**config.mk**
```make
export PLATFORM = sky130hd
export DESIGN_NAME = booth_multiplier_param
export DESIGN_NICKNAME = d
export VERILOG_FILES = /design/src/rtl/booth_multiplier_param.sv
export SDC_FILE = /design/constraint.sdc
export NUM_CORES = 1
export LEC_CHECK = 0
export ABC_AREA = 0
export BUFFER_PORTS_ARGS = -buffer_cell sky130_fd_sc_hd__buf_2
export CAP_MARGIN = 30
export CELL_PAD_IN_SITES_DETAIL_PLACEMENT = 0
export CELL_PAD_IN_SITES_GLOBAL_PLACEMENT = 2
export CORE_ASPECT_RATIO = 0.6
export CORE_MARGIN = 2
export CORE_UTILIZATION = 30
export DETAILED_ROUTE_END_ITERATION = 8
export GPL_TIMING_DRIVEN = 0
export PLACE_DENSITY_LB_ADDON = 0.1
export SYNTH_ARGS = -nofsm -noshare
export SYNTH_HDL_FRONTEND = slang
export SYNTH_SLANG_ARGS = --single-unit
```
**constraint.sdc**
```tcl
create_clock -name clk -period 5.1 [get_ports clk]
set_input_delay 0.255 -clock clk [delete_from_list [all_inputs] [get_ports clk]]
set_output_delay 0.255 -clock clk [all_outputs]
set_load 0.005 [all_outputs]
```
**src/rtl/booth_multiplier_param.sv**
```systemverilog
// -----------------------------------------------------------------------------
// booth_multiplier_param
//
// Iterative radix-2 Booth multiplier with a WIDTH parameter and a
// signed/unsigned mode. One Booth step per clock, WIDTH+1 steps per operation.
// The result is ready WIDTH+1 clocks after the start edge and returns the full
// double-width product and an overflow flag.
//
// Ports:
//   clk            - system clock, rising edge
//   reset_n        - synchronous active-low reset
//   ctrl_mult      - start pulse; restarts the unit from any state
//   mult_signed    - 1 = two's-complement operands, 0 = unsigned (latched)
//   multiplicand   - operand A (latched on start)
//   multiplier     - operand B (latched on start)
//   out            - low WIDTH bits of the last completed product
//   out_hi         - high WIDTH bits of the last completed product
//   data_resultRDY - one-cycle pulse when out/out_hi/data_exception update
//   data_exception - product does not fit in WIDTH bits (held with out)
//   busy           - an operation is in progress
// -----------------------------------------------------------------------------
module booth_multiplier_param #(
  parameter int WIDTH = 32
) (
  input  logic             clk,
  input  logic             reset_n,
  input  logic             ctrl_mult,
  input  logic             mult_signed,
  input  logic [WIDTH-1:0] multiplicand,
  input  logic [WIDTH-1:0] multiplier,
  output logic [WIDTH-1:0] out,
  output logic [WIDTH-1:0] out_hi,
  output logic             data_resultRDY,
  output logic             data_exception,
  output logic             busy
);

  localparam int              CW        = $clog2(WIDTH + 1);
  localparam logic [CW-1:0]   LAST_STEP = CW'(WIDTH);

  localparam logic [1:0] IDLE = 2'd0;
  localparam logic [1:0] RUN  = 2'd1;
  localparam logic [1:0] DONE = 2'd2;

  logic [1:0]       state;
  logic [CW-1:0]    step;
  logic [WIDTH:0]   hi;          // upper accumulator half
  logic [WIDTH:0]   lo;          // lower accumulator half, starts as multiplier
  logic             q_m1;        // Booth look-behind bit
  logic [WIDTH:0]   mcand;       // latched, extended multiplicand
  logic             mode;        // latched signed/unsigned mode

  logic [WIDTH:0]   mcand_ext;
  logic [WIDTH:0]   mplier_ext;
  logic [WIDTH:0]   hi_sum;
  logic [WIDTH-1:0] prod_lo;
  logic [WIDTH-1:0] prod_hi;
  logic             ovf;

  // One extra bit lets unsigned operands run through the same signed Booth
  // recoding: zero-extension keeps them positive.
  assign mcand_ext  = {mult_signed & multiplicand[WIDTH-1], multiplicand};
  assign mplier_ext = {mult_signed & multiplier[WIDTH-1],   multiplier};

  always_comb begin
    // NOTE: default assignment first so every path drives hi_sum and no latch is inferred.
    hi_sum = hi;
    case ({lo[0], q_m1})
      2'b01:   hi_sum = hi + mcand;
      2'b10:   hi_sum = hi - mcand;
      default: hi_sum = hi;
    endcase
  end

  // Product as it will stand after the shift of the current step: the low
  // 2*WIDTH bits of {hi, lo} are {hi_sum[WIDTH-1:0], lo[WIDTH:1]}.
  assign prod_lo = lo[WIDTH:1];
  assign prod_hi = hi_sum[WIDTH-1:0];
  assign ovf     = mode ? (prod_hi != {WIDTH{prod_lo[WIDTH-1]}})
                        : (prod_hi != '0);

  // NOTE: all state below is sequential, so only non-blocking assignments are used.
  always_ff @(posedge clk) begin
    if (!reset_n) begin
      state          <= IDLE;
      step           <= '0;
      hi             <= '0;
      lo             <= '0;
      q_m1           <= 1'b0;
      mcand          <= '0;
      mode           <= 1'b0;
      out            <= '0;
      out_hi         <= '0;
      data_exception <= 1'b0;
      data_resultRDY <= 1'b0;
      busy           <= 1'b0;
    end else begin
      data_resultRDY <= 1'b0;
      if (ctrl_mult) begin
        // Start or restart from any state; results of the aborted
        // operation are simply never registered.
        state <= RUN;
        step  <= '0;
        hi    <= '0;
        lo    <= mplier_ext;
        q_m1  <= 1'b0;
        mcand <= mcand_ext;
        mode  <= mult_signed;
        busy  <= 1'b1;
      end else begin
        case (state)
          RUN: begin
            hi   <= {hi_sum[WIDTH], hi_sum[WIDTH:1]};
            lo   <= {hi_sum[0], lo[WIDTH:1]};
            q_m1 <= lo[0];
            if (step == LAST_STEP) begin
              state          <= DONE;
              busy           <= 1'b0;
              data_resultRDY <= 1'b1;
              out            <= prod_lo;
              out_hi         <= prod_hi;
              data_exception <= ovf;
            end else begin
              step <= step + 1'b1;
            end
          end
          DONE:    state <= IDLE;
          IDLE:    state <= IDLE;
          default: state <= IDLE;
        endcase
      end
    end
  end

endmodule

```
==> results of run 1 <==
-- tightest hold or removal path: cells and delay by family --
kind,cells,cell delay (ns)
buffers and inverters,1,0.08
muxes,1,0.05
and+or+nand+nor,1,0.07
-- routing by layer --
layer  global-route usage, %  vias to the layer above  part of all wire (%)
li1                        -                     4848                     -
met1                    36.9                     4770                    56
met2                    28.9                      247                    37
met3                    4.80                       18                   6.3
met4                    3.96                        0                  0.86
met5                       0                        -                     0
-- cells in the mapped netlist (all sizes together), types with 5 or more instances --
master  instances  share of area, %
and2            7              0.45
and3            5              0.32
a21oi         156               8.0
or4             8              0.62
o211ai         11              0.85
nand2         205               7.9
nor3           40               2.1
mux2i          39               4.0
nand4          18               1.2
nor4            9              0.58
nand3          16              0.82
xnor2          33               3.0
o21a           13               1.0
nand2b         12              0.77
a21o            9              0.70
nor3b           7              0.54
xor2           12               1.1
nor2b           8              0.59
nor4b           5              0.45
a211oi         50               3.9
dfxtp         175                36
clkbuf         76               3.0
ha             36               4.6
inv            15              0.58
a31oi          12              0.77
nor2          188               7.3
or3             9              0.58
o21ai          54               2.8
buf            10              0.41
-- metrics by stage --
| step | hold WS, ns | cells | TNS (ns) |
|---|---|---|---|
| finish | 0.0333 | 1875 | 0 |
| global route | 0.0250 | 1875 | -0.0712 |
| CTS | 0.0149 | 1877 | 0 |
| detailed placement | 0.445 | 1841 | -6.01 |
| global placement | 0.442 | 1840 | -5.75 |
| floorplan | 0.373 | 1291 | 0 |
-- flip-flops by register name, summed over array words and instances (netlist names) --
| name | count |
|---|---|
| lo | 33 |
| out | 32 |
| data_resultRDY | 1 |
| hi | 32 |
| out_hi | 32 |
| mode | 1 |
| data_exception | 1 |
| busy | 1 |
| q_m1 | 1 |
| state | 2 |
| mcand | 33 |
| step | 6 |
-- cells in the final DEF (no fill, tap or decap), types with 5 or more instances in the layout --
master / netlist / routed
nor3_1: 39 / 33
o21a_1: 13 / 13
mux2i_1: 39 / 39
buf_4: 0 / 11
nor3_2: 1 / 5
and2_1: 6 / 6
and3_1: 5 / 5
nor2b_1: 7 / 7
clkbuf_16: 0 / 17
nand3_1: 16 / 15
a211oi_1: 50 / 49
nor3b_1: 7 / 7
o211ai_1: 11 / 11
o21ai_1: 14 / 15
nand4_1: 18 / 18
nor2_1: 188 / 186
a21oi_1: 156 / 150
nand2b_1: 12 / 12
inv_1: 15 / 15
dfxtp_1: 175 / 174
xnor2_1: 33 / 32
or3_1: 9 / 7
clkbuf_1: 75 / 62
o21ai_2: 1 / 5
buf_1: 8 / 8
o21ai_0: 39 / 32
nand2_1: 205 / 205
nor4_1: 9 / 8
or4_1: 8 / 6
a31oi_1: 12 / 8
buf_2: 2 / 135
xor2_1: 12 / 12
ha_1: 36 / 30
a21o_1: 9 / 8
-- kinds of logic after synthesis --
family          share of synthesized area, %
buf+inv                                 3.98
mux                                     4.49
flops                                   36.1
compound gates                          21.2
simple gates                            25.3
xor+xnor                                4.06
fa+ha+maj                               4.85
-- final timing paths --
path / from / endpoint / cells after the start
hold / removal: multiplicand[12] / mcand[12] / 3
setup reg to reg: mcand[6] / data_exception / 20
hold reg to reg: out[5] / out[5] / 2
setup / recovery: mcand[6] / data_exception / 20
-- layout make-up --
cell class | count | area, um2 | share of cell area, %
inverters | 16 | 60.1 | 0.508
multi-input cells | 1014 | 6110 | 51.7
well taps | 416 | 520 | 4.40
clock inverters | 14 | 135 | 1.14
repair buffers | 144 | 752 | 6.36
clock buffers | 18 | 429 | 3.63
flip-flops and latches | 175 | 3510 | 29.7
plain buffers | 78 | 312 | 2.63
-- where the power goes --
group | internal, uW | switching (uW) | total (uW)
registers | 1410 | 47.1 | 1460
logic | 270 | 478 | 748
clock network | 683 | 639 | 1320
total | 2360 | 1160 | 3530
-- repair_timing --
item                                    in CTS  in global routing
endpoints found under the setup margin      29                  1
setup buffers                                8                  2
cloned                                       0                  0
gates resized for setup                     39                 42
pin swaps                                   11                 15
==> metrics, run 1 <==
outcome finished, final reports clean; ant diodes 0; Avg Inst Size Synth about 7.5 um2; CP endpoint kind flop; Max clock buf depth 2; max_slew headroom 36.9%; leakage 0.00458 uW; IO buf count around 130; largest net degree at the start of global routing 17; antenna-violating nets left 0; final wirelength roughly 38000 um; die area 0.0339 mm2; CTS sink cnt 175; fin crit period 5.01 ns; Post-DP HPWL 29900 um; DR vias 9883; Worst Max-Slew Pin Slew 0.946 ns; Tot Pwr 3530 uW; Final Setup Violations 0; design area 0.0118 mm2; Vias/cell roughly 5.3; Setup WS post-layout 0.0851 ns; R2R Setup Slk 0.09 ns; Post-synth EDFFs 0; sequential share of the synthesized area 36.1%; Hold/Removal Path Class input pin to flop; Critical Path Fanout Max 7; top_reg_cell synth dfxtp_1; WP buf/inv 0; insertion delay to the later sink of the worst-skew pair roughly 0.46 ns; initial antenna violation count 0; Initial Utilization 30.8%; Ys Warns 0; RePlAce Congestion 0.905; CTS root buffer clkbuf_16; synth unique cells 69; Tot GR Track Use about 22%; utilization after layout 37.5%; Crit path largest cell delay 0.46 ns; syn nets 1396; Post-Place Setup Slack -1.15 ns; vias in the first global route 9007; Inserted Clock Buffers 17; total gr overflow 0; FF+latch count, synth ~180; DRT iter0 DRCs 835; clock transition at the registers of the reported paths about 0.070 ns; Mapped Cells 1291; Worst VDD drop 0.000238 V; max-slew violations 0; crit start category flop; worst endpoint data arrival time 5.34 ns; htree depth 4; CTS tree yes; Layout fillers 3437; Req. time, crit path 5.43 ns; crit-path cells or3_4 -> nor3_4 -> nand2b_1 -> or4_4 -> nor2_4 -> a21o_4 -> o21ai_2 -> xnor2_1 -> ha_2 -> nand4_1 -> or3_4 -> o221a_1 -> o21ai_4 -> a211oi_2 -> xnor2_2 -> a32oi_1 -> or4_4 -> a2111o_1 -> o211ai_1 -> a31oi_1; final hold vios 0; DRC 0; mapped cell area 0.00971 mm2; Worst path top cell family by delay simple AND/OR/NAND/NOR gates; share of cells above drive strength 1 16.7%; chip width 236 um; fin crit share 98.3%; first-pass GRT wire length 57200 um; DR pass1 iterations 5; core region area 0.0315 mm2; Slowest-stage cell, CP or3_4; Die Ht 143 um; ys async rst share 0%; wire length per cell 20.5 um; Rows 50; max cap viols 0; Syn-to-layout area delta 21.8%; nets 1551; RSZ-0062 raised after global routing true; pwr/cell area 298 mW/mm2; kind of critical path flop to flop; Peak Freq 199 MHz; final setup skew 0.0119 ns; # hold bufs at CTS 0; I/O pin count 135; Post-DP Area 0.0109 mm2
(Power assumes the default switching activity.)
==> inputs of run 2 (changes only) <==
--- a/config.mk
+++ b/config.mk
@@ -13,6 +13,7 @@
 export CORE_ASPECT_RATIO = 0.6
 export CORE_MARGIN = 2
 export CORE_UTILIZATION = 30
+export CTS_BUF_LIST = sky130_fd_sc_hd__clkbuf_16
 export DETAILED_ROUTE_END_ITERATION = 8
 export GPL_TIMING_DRIVEN = 0
 export PLACE_DENSITY_LB_ADDON = 0.1
==> run 2 against run 1 <==
Net effect: non-clock buffer count unchanged; die area unchanged; count of clock-buffer cells in the layout decreased by 1; maximum frequency increased by 0.40%; cell count unchanged; final area unchanged; routed wire length about the same; total power about the same; combinational power about the same; critical path depth decreased by 1; register-to-register slack improved by 0.02 ns; setup slack improved by 0.020 ns; critical endpoint unchanged; largest cell class unchanged.
==> metrics, run 2 (synthesis gave the netlist of run 1 again) <==
Critical Path Fanout Max 7 (unchanged); core region area 0.0315 mm2 (unchanged); registers with the most flip-flops lo (33), mcand (33); Hold/Removal Path Class input pin to flop; Setup WS post-layout 0.105 ns (+0.0199 ns); worst endpoint data arrival time 5.32 ns (-0.02 ns); CP endpoint kind flop; Post-DP HPWL 29900 um (unchanged); share of cells above drive strength 1 16.7% (unchanged); Worst Max-Slew Pin Slew 1.00 ns (+0.0581 ns); Vias/cell 5.26 (-0.18%); largest net degree at the start of global routing 17 (unchanged); Worst VDD drop 0.000238 V (-0.23%); ant diodes 0 (unchanged); Initial Utilization 30.8% (unchanged); fin crit period 4.99 ns (-0.0199 ns); outcome finished, final reports clean; I/O pin count 135 (unchanged); DRT iter0 DRCs 841 (+0.72%); vias in the first global route 9007 (unchanged); final wirelength 38400 um (about the same); Post-Layout Cell Count 1875 (unchanged); kind of critical path flop to flop; clock transition at the registers of the reported paths 0.07 ns (about the same); utilization after layout 37.5% (unchanged); Worst Reg-to-Reg Cells 19 (-5.0%); Die Ht 143 um (unchanged); CTS root buffer clkbuf_16; IO buf count 133 (unchanged); DRC 0 (unchanged); Inserted Clock Buffers 17 (unchanged); crit start category flop; total gr overflow 0 (unchanged); placed insts 1841 (unchanged); reg2reg start mcand[6]; wire length per cell 20.5 um (about the same); Rows 50 (unchanged); Endpoint, Worst Hold mcand[12]; chip width 236 um (unchanged); commonest non-fill, non-tap cell in the layout nand2_1; Max clock buf depth 2 (unchanged); initial antenna violation count 0 (unchanged); R2R Setup Slk 0.11 ns (+0.02 ns); RSZ-0062 raised after global routing true; htree depth 4 (unchanged); max cap viols 0 (unchanged); pwr/cell area 298 mW/mm2 (about the same); leakage 0.00458 uW (about the same); final hold vios 0 (unchanged); DR pass1 iterations 5 (unchanged); die area 0.0339 mm2 (unchanged); Syn-to-layout area delta 21.8% (unchanged); FF-to-FF End data_exception; Hold Startpoint multiplicand[12]; RePlAce Congestion 0.905 (unchanged); final setup skew 0.0117 ns (-0.000196 ns); Req. time, crit path 5.43 ns (about the same); Post-Place Setup Slack -1.15 ns (unchanged); Hold Path Stages 3 (unchanged); max_slew headroom 33.1% (-3.9 points); CTS tree yes; Peak Freq 200 MHz (+0.40%); Final Setup Violations 0 (unchanged); DR vias 9865 (-0.18%); nets 1551 (unchanged); most frequent cells in the layout nand2_1 (205), nor2_1 (186), dfxtp_1 (174), a21oi_1 (150), buf_2 (135); antenna-violating nets left 0 (unchanged); CTS sink cnt 175 (unchanged); fin crit share 97.9% (-0.39 points); first-pass GRT wire length 57200 um (unchanged); Tot GR Track Use 22.5% (unchanged); max-slew violations 0 (unchanged); insertion delay to the later sink of the worst-skew pair 0.46 ns (about the same)
run 2: cell count changes in the layout (fill, tap and decap cells not counted), sizes merged:
cell	previous run	this run
clkbuf	85	84
inv	20	21
run 2: final cells by class:
class	instances	area, um2
Buffer	78	312
Timing Repair Buffer	144	752
Multi-Input combinational cell	1014	6110
Clock inverter	15	139
Sequential cell	175	3510
Tap cell	416	520
Inverter	16	60.1
Clock buffer	17	425
Fill cell	3437	19700
run 2: power breakdown:
group / switching [uW] / internal [uW] / total, uW
Combinational: 478 / 270 / 748
Clock: 639 / 681 / 1320
Sequential: 47.1 / 1410 / 1450
Total: 1160 / 2360 / 3520
run 2: worst max-delay path by stage:
stage	endpoint	cells past startpoint	startpoint	slack, ns
6_report	data_exception	19	mcand[6]	0.11
5_1_grt	data_exception	21	mcand[6]	-0.07
4_1_cts	data_exception	19	mcand[6]	0.01
3_5_place_dp	data_exception	17	lo[0]	-1.15
3_3_place_gp	data_exception	22	mcand[2]	-1.17
2_1_floorplan	data_exception	22	mcand[2]	0.33
run 2: repair_timing:
| action | in CTS | in global routing |
|---|---|---|
| resized for setup | 39 | 42 |
| hold buffers | 0 | 0 |
| setup endpoints to repair | 29 | 1 |
| buffers inserted | 8 | 2 |
| gates cloned | 0 | 0 |
| pin swaps | 11 | 15 |
run 2: routing by layer:
metal	vias up	wire, um	track usage, %
met1	4733	21300	36.9
met2	260	14200	28.9
li1	4851	-	-
met5	-	0	0
met4	0	333	3.96
met3	21	2550	4.80
run 2: per-stage QoR:
stage / power, uW / hold WS (ns) / cell area, um2 / TNS, ns
detailed placement: 2170 / 0.445 / 10900 / -6.01
finish: 3520 / 0.0326 / 11800 / 0
CTS: 3520 / 0.0146 / 11700 / 0
global route: 3680 / 0.0250 / 11800 / -0.0712
global placement: 2170 / 0.442 / 10900 / -5.75
floorplan: 1940 / 0.373 / 9710 / 0
run 2: critical path, cell delays in order (launching register included):
cell,delay (ns)
dfxtp_4,0.37
or3_4,0.40
nor3_4,0.18
nand2b_1,0.10
or4_4,0.44
nor2_4,0.19
a21oi_1,0.11
xnor2_1,0.15
ha_2,0.34
a21oi_1,0.37
o21ai_1,0.28
a21o_1,0.25
a211o_1,0.27
o21a_1,0.21
nor3_2,0.20
a32oi_1,0.09
or4_4,0.45
a2111o_1,0.30
o211ai_1,0.09
a31oi_1,0.06
==> inputs of run 3 (changes only) <==
==> constraint.sdc (replaced) <==
create_clock -name clk -period 4.4 [get_ports clk]
set_input_delay 0.22 -clock clk [delete_from_list [all_inputs] [get_ports clk]]
set_output_delay 0.22 -clock clk [all_outputs]
set_load 0.005 [all_outputs]
==> run 3 against run 2 <==
Net effect: the run now ends with negative setup slack left; global-route usage grew 0.24 points; setup slack lost 0.71 ns; hold slack lost 0.024 ns; maximum frequency shrank 0.26%; utilization grew 2.7 points; combinational power grew 24%.
==> metrics, run 3 (synthesis gave the netlist of run 1 again) <==
outcome finished with violations; failing checks negative setup slack; Tot GR Track Use 22.7% (+0.24 points); max cap viols 0 (unchanged); Vias/cell 5.21 (-0.97%); ant diodes 0 (unchanged); clock transition at the registers of the reported paths 0.07 ns (about the same); worst endpoint data arrival time 5.34 ns (+0.02 ns); largest net degree at the start of global routing 18 (+1); share of cells above drive strength 1 18.7% (+2.0 points); CTS sink cnt 175 (unchanged); Post-Place Setup Slack -1.89 ns (-0.737 ns); final wirelength 38700 um (+0.75%); Initial Utilization 30.8% (unchanged); Worst Max-Slew Pin Slew 0.987 ns (-0.0169 ns); Die Ht 143 um (unchanged); Slowest-stage cell, CP o21ai_2; CP dominant cell by count clkbuf_4; R2R Setup Slk -0.61 ns (-0.71 ns); Hold/Removal Path Class input pin to flop; Syn-to-layout area delta 30.4%; Crit path largest cell delay 0.63 ns (+0.18 ns); insertion delay to the later sink of the worst-skew pair 0.46 ns (about the same); antenna-violating nets left 0 (unchanged); initial antenna violation count 1 (+1); CP endpoint kind flop; Peak Freq 200 MHz (-0.26%); CTS tree yes; CTS root buffer clkbuf_16; leakage 0.00493 uW (+7.5%); DR pass1 iterations 5 (unchanged); Setup WS post-layout -0.608 ns (-0.713 ns); htree depth 4 (unchanged); max-slew violations 0 (unchanged); DR vias 10100 (+2.8%); IO buf count 133 (unchanged); crit-path cells ha_4 -> clkbuf_4 -> clkbuf_4 -> nor2_1 -> xnor2_1 -> ha_1 -> o211a_1 -> o31a_1 -> o21ai_2 -> nor4_1 -> a221oi_2 -> and2_0 -> nand4_1 -> or2_2 -> a2111o_1 -> o211ai_1 -> a31oi_1; nets 1622 (+4.6%); Worst path top cell family by delay compound AO/OA/AOI/OAI gates; most frequent cells in the layout nand2_1 (204), nor2_1 (185), dfxtp_1 (172), a21oi_1 (145), buf_2 (135); final setup TNS -0.786 ns (-0.786 ns); WP buf/inv 2 (+2); Rows 50 (unchanged); vias in the first global route 9304 (+3.3%); max_slew headroom 34.2% (+1.1 points); final setup skew 0.0116 ns (-0.0000337 ns); final hold vios 0 (unchanged); Inserted Clock Buffers 17 (unchanged); fin crit period 5.01 ns (+0.0132 ns); Req. time, crit path 4.73 ns (-0.70 ns); DRT iter0 DRCs 847 (+0.71%); core region area 0.0315 mm2 (unchanged); Worst Reg-to-Reg Cells 17 (-2); wire length per cell 19.9 um (-2.9%); commonest non-fill, non-tap cell in the layout nand2_1; Worst VDD drop 0.000294 V (+24%); registers with the most flip-flops lo (33), mcand (33); Critical Path Fanout Max 10 (+3); Hold Path Stages 3 (unchanged); RePlAce Congestion 0.896 (-1.0%); Post-DP HPWL 29800 um (-0.15%); first-pass GRT wire length 57700 um (+0.84%); RSZ-0062 raised after global routing true; I/O pin count 135 (unchanged); chip width 236 um (unchanged); crit start category flop; Final Setup Violations 3 (+3); pwr/cell area 335 mW/mm2 (+12%); die area 0.0339 mm2 (unchanged); Max clock buf depth 2 (unchanged); kind of critical path flop to flop; Layout fillers 3424 (-0.38%); total gr overflow 0 (unchanged); DRC 0 (unchanged); cell count along the critical path 17 (-2); fin crit share 114% (+16 points)
run 3: cell count changes in the layout (fill, tap and decap cells not counted), moves of 5 or more:
cell	previous run	this run
a211oi_1	49	42
a211oi_2	1	8
a21oi_1	150	145
a21oi_2	3	8
buf_4	11	27
dlygate4sd3_1	0	49
run 3: worst reg2reg max path, stage by stage, from the launching register on:
cell and delay, ns:
dfxtp_1 0.43, ha_4 0.28, clkbuf_4 0.31, clkbuf_4 0.32, nor2_1 0.09, xnor2_1 0.18, ha_1 0.31, o211a_1 0.25
o31a_1 0.15, o21ai_2 0.64, nor4_1 0.12, a221oi_2 0.50, and2_0 0.22, nand4_1 0.18, or2_2 0.35, a2111o_1 0.41
o211ai_1 0.10, a31oi_1 0.06
run 3: power breakdown:
part / switching (uW) / internal [uW] / total, uW
combinational: 569 / 363 / 931
clock: 760 / 858 / 1620
sequential: 55.5 / 1630 / 1690
total: 1380 / 2850 / 4240
run 3: worst paths after layout:
check / start / end
worst min register to register: out[5] / out[5]
worst min-delay path: multiplicand[27] / mcand[27]
worst max register to register: lo[0] / data_exception
worst max-delay path: lo[0] / data_exception
run 3: timing repair:
action	CTS	global route
setup buffers	23	7
hold buffers	49	0
setup endpoints to repair	50	28
gates resized for setup	60	46
hold endpoints to repair	49	0
pin swaps	20	15
run 3: per-layer routing:
metal,part of all wire (%),GRT usage [%],up-vias
met5,0,0,-
met4,1.2,5.36,0
met3,5.1,4.55,21
met2,37,29.7,245
met1,56,36.6,4854
li1,-,-,5019
run 3: per-stage QoR:
step                hold slack [ns]  util (%)  power, uW  std cells  instance area, um2
floorplan                     0.338         -       2250       1291                9740
global placement              0.442      34.6       2520       1840               10900
detailed placement            0.446      34.7       2520       1841               10900
CTS                         0.00127      39.4       4230       1941               12400
global route                 0.0215      40.2       4420       1946               12700
finish                      0.00850      40.2       4240       1946               12700
run 3: area by class of cell:
cell class / count / area, um2 / area share, %
Clock inverter: 15 / 174 / 1.37
Buffer: 82 / 337 / 2.66
Sequential cell: 175 / 3510 / 27.7
Tap cell: 416 / 520 / 4.11
Multi-Input combinational cell: 1014 / 6250 / 49.3
Clock buffer: 17 / 425 / 3.36
Inverter: 16 / 60.1 / 0.474
Timing Repair Buffer: 211 / 1390 / 10.9
